`src/rtl/cpu_pkg.sv`:
```
// Shared definitions for the control sequencer.
//   - state_e      : sequencer FSM state encoding
//   - op_class_e   : execution class an opcode falls into
//   - OP_*         : full 5-bit opcode list
//   - IR_*         : bit positions of the IR fields
//   - op_classify  : maps an opcode to its execution class
package cpu_pkg;

  typedef enum logic [2:0] {
    ST_IDLE = 3'd0,
    ST_T0   = 3'd1,
    ST_T1   = 3'd2,
    ST_T2   = 3'd3,
    ST_T3   = 3'd4,
    ST_T4   = 3'd5,
    ST_T5   = 3'd6,
    ST_T6   = 3'd7
  } state_e;

  typedef enum logic [2:0] {
    CLS_ALU3 = 3'd0,
    CLS_IMM  = 3'd1,
    CLS_MD   = 3'd2,
    CLS_UN   = 3'd3,
    CLS_ILL  = 3'd4
  } op_class_e;

  localparam logic [4:0] OP_LD   = 5'b00000;
  localparam logic [4:0] OP_LDI  = 5'b00001;
  localparam logic [4:0] OP_ST   = 5'b00010;
  localparam logic [4:0] OP_ADD  = 5'b00011;
  localparam logic [4:0] OP_SUB  = 5'b00100;
  localparam logic [4:0] OP_SHR  = 5'b00101;
  localparam logic [4:0] OP_SHRA = 5'b00110;
  localparam logic [4:0] OP_SHL  = 5'b00111;
  localparam logic [4:0] OP_ROR  = 5'b01000;
  localparam logic [4:0] OP_ROL  = 5'b01001;
  localparam logic [4:0] OP_AND  = 5'b01010;
  localparam logic [4:0] OP_OR   = 5'b01011;
  localparam logic [4:0] OP_ADDI = 5'b01100;
  localparam logic [4:0] OP_ANDI = 5'b01101;
  localparam logic [4:0] OP_ORI  = 5'b01110;
  localparam logic [4:0] OP_MUL  = 5'b01111;
  localparam logic [4:0] OP_DIV  = 5'b10000;
  localparam logic [4:0] OP_NEG  = 5'b10001;
  localparam logic [4:0] OP_NOT  = 5'b10010;

  localparam int IR_OP_MSB = 31;
  localparam int IR_OP_LSB = 27;
  localparam int IR_RA_MSB = 26;
  localparam int IR_RA_LSB = 23;
  localparam int IR_RB_MSB = 22;
  localparam int IR_RB_LSB = 19;
  localparam int IR_RC_MSB = 18;
  localparam int IR_RC_LSB = 15;

  // ld, ldi and st are deliberately not supported and fall into CLS_ILL.
  function automatic op_class_e op_classify(input logic [4:0] op);
    op_class_e cls;
    case (op)
      OP_ADD, OP_SUB, OP_SHR, OP_SHRA, OP_SHL,
      OP_ROR, OP_ROL, OP_AND, OP_OR:            cls = CLS_ALU3;
      OP_ADDI, OP_ANDI, OP_ORI:                 cls = CLS_IMM;
      OP_MUL, OP_DIV:                           cls = CLS_MD;
      OP_NEG, OP_NOT:                           cls = CLS_UN;
      default:                                  cls = CLS_ILL;
    endcase
    return cls;
  endfunction

endpackage

```
`src/rtl/control_sequencer_reg_decoder.sv`:
```
// reg_decoder: 4-to-16 one-hot decoder with enable.
//   i_en     : when low the output is all zeros
//   i_idx    : register index to select
//   o_onehot : one-hot select, bit i_idx set when enabled
module reg_decoder (
  input  logic        i_en,
  input  logic [3:0]  i_idx,
  output logic [15:0] o_onehot
);

  // One-hot decode; index 0 yields bit 0 like any other index.
  always_comb begin
    o_onehot = 16'h0000;
    if (i_en) begin
      o_onehot[i_idx] = 1'b1;
    end else begin
      o_onehot = 16'h0000;
    end
  end

endmodule

```
`src/rtl/control_sequencer.sv`:
```
// control_sequencer: fetch/execute control FSM for a simple bus datapath.
//   clk, clr (async active-low), run, mem_ready, ir[31:0]  : inputs
//   pc/mar/mdr/ir/y/z/lo/hi strobes, c_out                 : datapath strobes
//   op_code[4:0]                                           : ALU operation
//   reg_enable[15:0], reg_out[15:0]                        : one-hot register load / drive
//   busy, instr_done, illegal_op                           : status
// Outputs are decoded combinationally from state, ir and (in T1) mem_ready,
// so clr forces them all to zero in the same instant it forces IDLE.
module control_sequencer
  import cpu_pkg::*;
(
  input  logic        clk,
  input  logic        clr,
  input  logic        run,
  input  logic        mem_ready,
  input  logic [31:0] ir,
  output logic        pc_out,
  output logic        pc_increment,
  output logic        pc_enable,
  output logic        mar_enable,
  output logic        read,
  output logic        mdr_enable,
  output logic        mdr_out,
  output logic        ir_enable,
  output logic        y_enable,
  output logic        z_enable,
  output logic        zlo_out,
  output logic        zhi_out,
  output logic        lo_enable,
  output logic        hi_enable,
  output logic        c_out,
  output logic [4:0]  op_code,
  output logic [15:0] reg_enable,
  output logic [15:0] reg_out,
  output logic        busy,
  output logic        instr_done,
  output logic        illegal_op
);

  state_e    r_state;
  state_e    w_next;
  op_class_e w_cls;
  logic [4:0] w_op;
  logic [3:0] w_ra;
  logic [3:0] w_rb;
  logic [3:0] w_rc;
  logic       w_ren_en;
  logic [3:0] w_ren_idx;
  logic       w_rout_en;
  logic [3:0] w_rout_idx;
  state_e     w_done_next;

  assign w_op  = ir[IR_OP_MSB:IR_OP_LSB];
  assign w_ra  = ir[IR_RA_MSB:IR_RA_LSB];
  assign w_rb  = ir[IR_RB_MSB:IR_RB_LSB];
  assign w_rc  = ir[IR_RC_MSB:IR_RC_LSB];
  assign w_cls = op_classify(w_op);

  // run is only sampled at the end of an instruction, never mid-sequence.
  assign w_done_next = run ? ST_T0 : ST_IDLE;

  // State register with asynchronous clear.
  always_ff @(posedge clk or negedge clr) begin
    if (!clr) begin
      r_state <= ST_IDLE;
    end else begin
      r_state <= w_next;
    end
  end

  // Next-state selection.
  always_comb begin
    w_next = ST_IDLE;
    case (r_state)
      ST_IDLE: w_next = run ? ST_T0 : ST_IDLE;
      ST_T0:   w_next = ST_T1;
      ST_T1:   w_next = mem_ready ? ST_T2 : ST_T1;
      ST_T2:   w_next = ST_T3;
      ST_T3:   w_next = (w_cls == CLS_ILL) ? w_done_next : ST_T4;
      ST_T4:   w_next = (w_cls == CLS_UN) ? w_done_next : ST_T5;
      ST_T5:   w_next = (w_cls == CLS_MD) ? ST_T6 : w_done_next;
      ST_T6:   w_next = w_done_next;
      default: w_next = ST_IDLE;
    endcase
  end

  // Strobe decode; register selects go through the two decoders below.
  always_comb begin
    pc_out       = 1'b0;
    pc_increment = 1'b0;
    pc_enable    = 1'b0;
    mar_enable   = 1'b0;
    read         = 1'b0;
    mdr_enable   = 1'b0;
    mdr_out      = 1'b0;
    ir_enable    = 1'b0;
    y_enable     = 1'b0;
    z_enable     = 1'b0;
    zlo_out      = 1'b0;
    zhi_out      = 1'b0;
    lo_enable    = 1'b0;
    hi_enable    = 1'b0;
    c_out        = 1'b0;
    op_code      = 5'b00000;
    busy         = 1'b1;
    instr_done   = 1'b0;
    illegal_op   = 1'b0;
    w_ren_en     = 1'b0;
    w_ren_idx    = 4'd0;
    w_rout_en    = 1'b0;
    w_rout_idx   = 4'd0;
    case (r_state)
      ST_IDLE: busy = 1'b0;
      ST_T0: begin
        pc_out       = 1'b1;
        mar_enable   = 1'b1;
        pc_increment = 1'b1;
        z_enable     = 1'b1;
      end
      ST_T1: begin
        read = 1'b1;
        // The incremented PC is taken from Z only in the cycle data arrives,
        // so it loads exactly once however long the wait lasts.
        if (mem_ready) begin
          mdr_enable = 1'b1;
          zlo_out    = 1'b1;
          pc_enable  = 1'b1;
        end else begin
          mdr_enable = 1'b0;
        end
      end
      ST_T2: begin
        mdr_out   = 1'b1;
        ir_enable = 1'b1;
      end
      ST_T3: begin
        case (w_cls)
          CLS_ALU3, CLS_IMM: begin
            w_rout_en  = 1'b1;
            w_rout_idx = w_rb;
            y_enable   = 1'b1;
          end
          CLS_MD: begin
            w_rout_en  = 1'b1;
            w_rout_idx = w_ra;
            y_enable   = 1'b1;
          end
          CLS_UN: begin
            w_rout_en  = 1'b1;
            w_rout_idx = w_rb;
            op_code    = w_op;
            z_enable   = 1'b1;
          end
          default: illegal_op = 1'b1;
        endcase
      end
      ST_T4: begin
        case (w_cls)
          CLS_ALU3: begin
            w_rout_en  = 1'b1;
            w_rout_idx = w_rc;
            op_code    = w_op;
            z_enable   = 1'b1;
          end
          CLS_IMM: begin
            c_out    = 1'b1;
            op_code  = w_op;
            z_enable = 1'b1;
          end
          CLS_MD: begin
            w_rout_en  = 1'b1;
            w_rout_idx = w_rb;
            op_code    = w_op;
            z_enable   = 1'b1;
          end
          CLS_UN: begin
            zlo_out    = 1'b1;
            w_ren_en   = 1'b1;
            w_ren_idx  = w_ra;
            instr_done = 1'b1;
          end
          default: busy = 1'b1;
        endcase
      end
      ST_T5: begin
        case (w_cls)
          CLS_ALU3, CLS_IMM: begin
            zlo_out    = 1'b1;
            w_ren_en   = 1'b1;
            w_ren_idx  = w_ra;
            instr_done = 1'b1;
          end
          CLS_MD: begin
            zlo_out   = 1'b1;
            lo_enable = 1'b1;
          end
          default: busy = 1'b1;
        endcase
      end
      ST_T6: begin
        if (w_cls == CLS_MD) begin
          zhi_out    = 1'b1;
          hi_enable  = 1'b1;
          instr_done = 1'b1;
        end else begin
          zhi_out = 1'b0;
        end
      end
      default: busy = 1'b0;
    endcase
  end

  reg_decoder u_dec_enable (
    .i_en     (w_ren_en),
    .i_idx    (w_ren_idx),
    .o_onehot (reg_enable)
  );

  reg_decoder u_dec_out (
    .i_en     (w_rout_en),
    .i_idx    (w_rout_idx),
    .o_onehot (reg_out)
  );

endmodule

```
`config.mk`:
```
export PLATFORM = sky130hd
export DESIGN_NAME = control_sequencer
export DESIGN_NICKNAME = d
export VERILOG_FILES = /design/src/rtl/cpu_pkg.sv /design/src/rtl/control_sequencer_reg_decoder.sv /design/src/rtl/control_sequencer.sv
export SDC_FILE = /design/constraint.sdc
export NUM_CORES = 1
export LEC_CHECK = 0
export ABC_AREA = 1
export BUFFER_PORTS_ARGS = -buffer_cell sky130_fd_sc_hd__buf_4
export CORE_MARGIN = 4
export CORE_UTILIZATION = 36
export DETAILED_ROUTE_END_ITERATION = 10
export GPL_TIMING_DRIVEN = 0
export PLACE_DENSITY = 0.81
export SKIP_CTS_REPAIR_TIMING = 1
export SLEW_MARGIN = 15
export SYNTH_ARGS = -nofsm -noshare
export SYNTH_HDL_FRONTEND = slang
export SYNTH_SLANG_ARGS = --single-unit
export TNS_END_PERCENT = 30
```
`constraint.sdc`:
```
create_clock -name clk -period 2.05 [get_ports clk]
set_input_delay 0.205 -clock clk [delete_from_list [all_inputs] [get_ports clk]]
set_output_delay 0.205 -clock clk [all_outputs]
set_load 0.01 [all_outputs]
```
== After elaboration in Yosys (flattened, before gate mapping) ==
Memory sizes are Yosys's and may differ from the RTL's.
Cells that the tools add are included.

* $lt $le $gt $ge: 4
* Equal/unequal tests: 11
* Multiplexer cells: 45
* Reductions and logical operators: 10

{| class="wikitable"
|+ Operators with widths
! operator !! count
|-
| $mux 16 || 2
|-
| $pmux 4 s2 || 4
|-
| $mux 1 || 23
|-
| $pmux 3 s7 || 1
|-
| $eq 3x3->1 const B || 5
|-
| $eq 3x2->1 const B || 4
|-
| $lt 4x5->1 const B || 2
|-
| $mux 5 || 2
|-
| $pmux 5 s2 || 1
|-
| $mux 3 || 3
|-
| $pmux 1 s3 || 3
|-
| $demux 1 s4 || 2
|-
| $ge 4x1->1 const B || 2
|-
| $mux 4 || 2
|-
| $eq 3x1->1 const B || 2
|-
| $logic_not 3->1 || 2
|-
| $reduce_or 2->1 || 3
|-
| $reduce_or 3->1 || 2
|-
| $pmux 1 s2 || 2
|-
| $reduce_or 4->1 || 1
|-
| $logic_and 1x1->1 || 2
|}

* Flip-flop bits (word level): 3
* Bits in read-only memories: 96
* Input port bits: 36
* Output and inout port bits: 55
* Word-level logic and storage cells: 72
* Memories kept: 1

{| class="wikitable"
|+ Memories
! name !! words !! bits a word !! rd ports !! clocked after Yosys merged registers in !! write ports !! RTL line !! text
|-
| (no name shown) || 32 || 3 || 1 || 0 || 0 || cpu_pkg.sv:60 || <nowiki>case (op)</nowiki>
|}

== Depth between registers and ports, before layout ==
An unclocked memory read counts as a cell.

* Depth in word-level cells: 10
* Mapped depth: 13
* Mapped depth without buffers: 13

== Cells and area by module ==
From an unflattened synthesis, not the netlist that was laid out.

* Cells, all modules: 202
* Area total of the unflattened synthesis: 1,017.2 µm²

{| class="wikitable"
|+ By module, submodules not included
! module !! times used !! cells an instance !! area each (µm²) !! sequential area each (µm²)
|-
| control_sequencer || 1 || 137 || 750.7 || 75.1
|-
| reg_decoder (u_dec_enable) || 1 || 33 || 140.1 || 0.0
|-
| reg_decoder (u_dec_out) || 1 || 32 || 126.4 || 0.0
|}

== Least setup slack after synthesis ==
OpenSTA, ideal clock, no wires.

* Path type: input-to-output
* Start: input ir[27]
* End: output reg_out[11]
* Arrival: 1,487 ps
* Required time: 1,845 ps
* Path slack: 358 ps
* Stages: 12
* Buffers on the path: 0
* Cells stage by stage: ha_1 > nand2_1 > inv_1 > nand2_1 > nand2_2 > nor2_4 > nand2_1 > nand2_1 > nand2_1 > nand2_1 > nand2_1 > nor2_1

* Cells in the longest elaborated chain, start to end: 10
* Elaborated cells between the ends (all ways): 20
* Those cells by class: order compare (2); eq/ne (3); mux (9); reduce/logical (5); memory (1)

{| class="wikitable"
|+ Ends and longest elaborated chain
! what !! RTL line !! text
|-
| from (decl) || control_sequencer.sv:16 || <nowiki>input logic [31:0] ir,</nowiki>
|-
| $mem_v2 32x3 * || - ||
|-
| $eq 3x2->1, or another cell as far along || control_sequencer.sv:137 || <nowiki>case (w_cls)</nowiki>
|-
| $reduce_or 3->1 (no line) || - ||
|-
| $pmux 4 s2 || control_sequencer.sv:137 ||
|-
| $pmux 4 s2 || control_sequencer.sv:112 || <nowiki>case (r_state)</nowiki>
|-
| $lt 4x5->1 (not written as such) / $ge 4x1->1 (equally long branches) || control_sequencer_reg_decoder.sv:15 || <nowiki>o_onehot[i_idx] = 1'b1;</nowiki>
|-
| $logic_and 1x1->1 (not written as such) || control_sequencer_reg_decoder.sv:15 ||
|-
| $mux 1 (not written as such) || control_sequencer_reg_decoder.sv:15 ||
|-
| $demux 1 s4 || - ||
|-
| $mux 16 * || control_sequencer_reg_decoder.sv:14 || <nowiki>if (i_en) begin</nowiki>
|-
| to (decl) || control_sequencer.sv:34 || <nowiki>output logic [15:0] reg_out,</nowiki>
|}

Mark *: on every way between the ends. The rest lies on a longest branch, timed or not.

== Worst setup path after layout ==
* Start: register r_state[0]
* End: output reg_out[12]

* Cells in the longest elaborated chain, start to end: 7
* Elaborated cells between the ends (all ways): 10
* Those cells by class: order compare (2); eq/ne (2); mux (5); reduce/logical (1)

{| class="wikitable"
|+ Ends and longest elaborated chain
! what !! RTL line !! text
|-
| from (decl) || control_sequencer.sv:40 || <nowiki>state_e r_state;</nowiki>
|-
| from (signal assigned) || control_sequencer.sv:67 || <nowiki>r_state <= w_next;</nowiki>
|-
| $eq 3x3->1 || control_sequencer.sv:112 ||
|-
| $pmux 4 s2 || control_sequencer.sv:112 ||
|-
| $lt 4x5->1 (not written as such) / $ge 4x1->1 (equally long branches) || control_sequencer_reg_decoder.sv:15 ||
|-
| $logic_and 1x1->1 (not written as such) || control_sequencer_reg_decoder.sv:15 ||
|-
| $mux 1 (not written as such) || control_sequencer_reg_decoder.sv:15 ||
|-
| $demux 1 s4 || - ||
|-
| $mux 16 * || control_sequencer_reg_decoder.sv:14 ||
|}

Marks and branches as above.

==> impl_metrics.csv <==
group,metric,value,unit
sta,worst_pin_slew,0.397,ns
clock_network,htree_levels,1,
critical_path,crit_type,"register to primary output",
clock_network,cts_buffers,3,
critical_path,required,1.85,ns
routing,route.antenna.remaining_nets,0,
critical_path,cpPeakStageDelay,0.49,ns
logic_synthesis,netlist_area,892,µm²
grt,grt_max_degree,11,
logic_synthesis,seq_area_frac_synth,8.42,%
floorplan,die-area,0.00334,mm²
routing,vias,1486,
critical_path,rr_endpoint,"r_state[0]",
final_layout,areaGrowthSynthToFinish,105,%
logic_synthesis,ys_seq_elements,3,
final_layout,drive_gt1_share,60.1,%
final_layout,fin_nets,309,
final_layout,largest_reg_flops,3,
clock_network,clk_pin_slew_worst_paths,0.03,ns
routing,wire_per_inst,13.4,µm
critical_path,crit_chain,"inv_1 -> nor2_4 -> buf_4 -> nand2_1 -> nand2_4 -> nand2_2 -> nor2_1 -> buf_4",
routing,vias_per_cell,4.97,
sta,hold_viol,0,
critical_path,endpoint_kind,"primary output",
logic_synthesis,synth_nets,218,
critical_path,worst-path-max-fanout,7,
sta,max_slew_margin,73.3,%
clock_network,clockBufferDepth,2,
final_layout,ff_latch_area,77.6,µm²
critical_path,r2r_cells,6,
final_layout,postLayoutCoreUtil,80.5,%
grt,antenna_found_initial,0,
critical_path,cp.buffers_inverters,3,
floorplan,initial_core_util,39.2,%
clock_network,cts_tree,"yes",
placed_design,gp_congestion,0.905,
placed_design,portBuffers,75,
final_layout,multi_input_area,903,µm²
critical_path,crit_slowest_cell,"dfrtp_1",
power_and_ir_drop,max-vdd-ir-drop,0.654,mV
logic_synthesis,ys_warn_count,0,
sta,fin_crit_sh,99.6,%
critical_path,path_common_cell,"buf_4",
critical_path,crit_family,"simple AND/OR/NAND/NOR gates",
sta,worst_slack,0.00801,ns
sta,setup_viol,0,
clock_network,ctsRootBufferMaster,"clkbuf_4",
grt,grtUsageTotal,19.5,%
placed_design,place_ws,0.0428,ns
sta,setup-tns-final,0,ns
floorplan,rows,17,
final_layout,insertedDiodeCount,0,
final_layout,top_register,"r_state",
final_layout,fillers,174,
run,max_cap_violations,0,
critical_path,path_depth,8,
power_and_ir_drop,power.leakage,0.000994,µW
sta,fin_skew,0.0124,ns
logic_synthesis,avgSynthCellArea,4.93,µm²
floorplan,dieWidth,57.8,µm
outcome,status,"completed",
routing,drc,0,
logic_synthesis,synthDistinctLibCells,24,
floorplan,die_h,57.8,µm
sta,min_period,2.04,ns
final_layout,reg_top3,"r_state x3",
routing,first_pass_iters,4,
final_layout,final_common_cell,"buf_4",
sta,max_freq,490,MHz
critical_path,worstSetupStartpointType,"register",
sta,slew_violations,0,
critical_path,r2r_slack,0.70,ns
routing,drt-initial-drc-count,60,
critical_path,rr_startpoint,"r_state[0]",
hold_path,worstHoldStart,"run",
routing,routed_wl,4000,µm
logic_synthesis,synth_cells,181,
grt,grt_pass1_vias,1226,
hold_path,min_to,"r_state[0]",
final_layout,layout_common_cells,"89 x buf_4, 39 x nand2_1, 30 x nor2_1",
floorplan,coreArea,0.00228,mm²
power_and_ir_drop,p_per_area,608,mW/mm²
placed_design,place_hpwl,2700,µm
clock_network,clk_latency,0.25,ns
hold_path,hold_path.class,"primary input to register",
grt,grt-ovfl-total,0,
critical_path,cp.arrival,1.84,ns
floorplan,ios,91,
hold_path,hold_depth,3,
clock_network,cts_num_sinks,3,
grt,grt_pass1_wl,5330,µm
-- worst register-to-register path, stage by stage (launching register included) --
cell	delay [ns]
dfrtp_1	0.47
nor2_2	0.16
inv_1	0.11
nor2_4	0.21
buf_4	0.15
o31ai_1	0.08
nand4_1	0.10
-- power by group --
part	internal (µW)	total, µW	switching [µW]
logic	380	865	484
clock network	73.5	113	39.6
registers	89.8	136	46.6
total	544	1110	570
-- final cells by class --
class,count,share of cell area (%)
clock buffers,4,1.43
repair buffers,85,34.9
inverters,28,6.14
well taps,28,1.91
plain buffers,5,2.05
multi-input cells,146,49.3
flip-flops and latches,3,4.23
-- cell usage after synthesis --
library cell  instances  area (µm²)
dfrtp_1               3        75.1
nand4_1               1        6.26
ha_1                  1        12.5
o21ai_2               1        8.76
nor2_1               47         176
nand2_4               1        11.3
or2_2                 1        6.26
nand2_2               6        37.5
buf_4                 5        37.5
o2111ai_1             2        17.5
nor2_4                2        22.5
nand3_1              16        80.1
nand2_1              55         206
o31ai_1               1        7.51
a21oi_1               1        5.00
inv_1                23        86.3
a211oi_1              2        15.0
a22oi_2               1        12.5
o21ai_0               1        5.00
nand4_2               1        12.5
nor3_1                3        15.0
nor2_2                1        6.26
inv_2                 5        18.8
nand3_2               1        10.0
-- worst max path at each step --
stage / start / slack (ns) / endpoint
6_report: r_state[0] / 0.008 / reg_out[12]
5_1_grt: ir[28] / -0.11 / reg_out[12]
4_1_cts: r_state[0] / -0.13 / reg_out[5]
3_5_place_dp: ir[27] / 0.04 / reg_out[5]
3_3_place_gp: ir[27] / 0.02 / reg_out[7]
2_1_floorplan: ir[27] / 0.36 / reg_out[11]
-- stage by stage --
step	hold slack (ns)	instances	total power (µW)	instance area, µm²
finish	0.202	299	1110	1830
global route	0.189	299	1200	1830
CTS	-0.270	288	921	1520
detailed placement	-0.00575	284	806	1490
global placement	-0.00660	284	797	1490
floorplan	-0.0906	181	512	892
-- layer usage --
metal	vias up	GRT usage, %	share of wire [%]
met2	76	30.8	51
met3	10	2.67	8.5
li1	737	-	-
met4	0	7.95	2.0
met1	663	26.4	39
met5	-	0	0
-- kinds of logic (layout without fill, tap and decap cells) --
| group | after synthesis | count (layout) | synth area share [%] |
|---|---|---|---|
| buf+inv | 33 | 122 | 16.0 |
| simple gates | 135 | 136 | 66.2 |
| compound gates | 9 | 9 | 7.99 |
| flops | 3 | 3 | 8.41 |
| fa+ha+maj | 1 | 1 | 1.40 |
(Power assumes the default switching activity.)
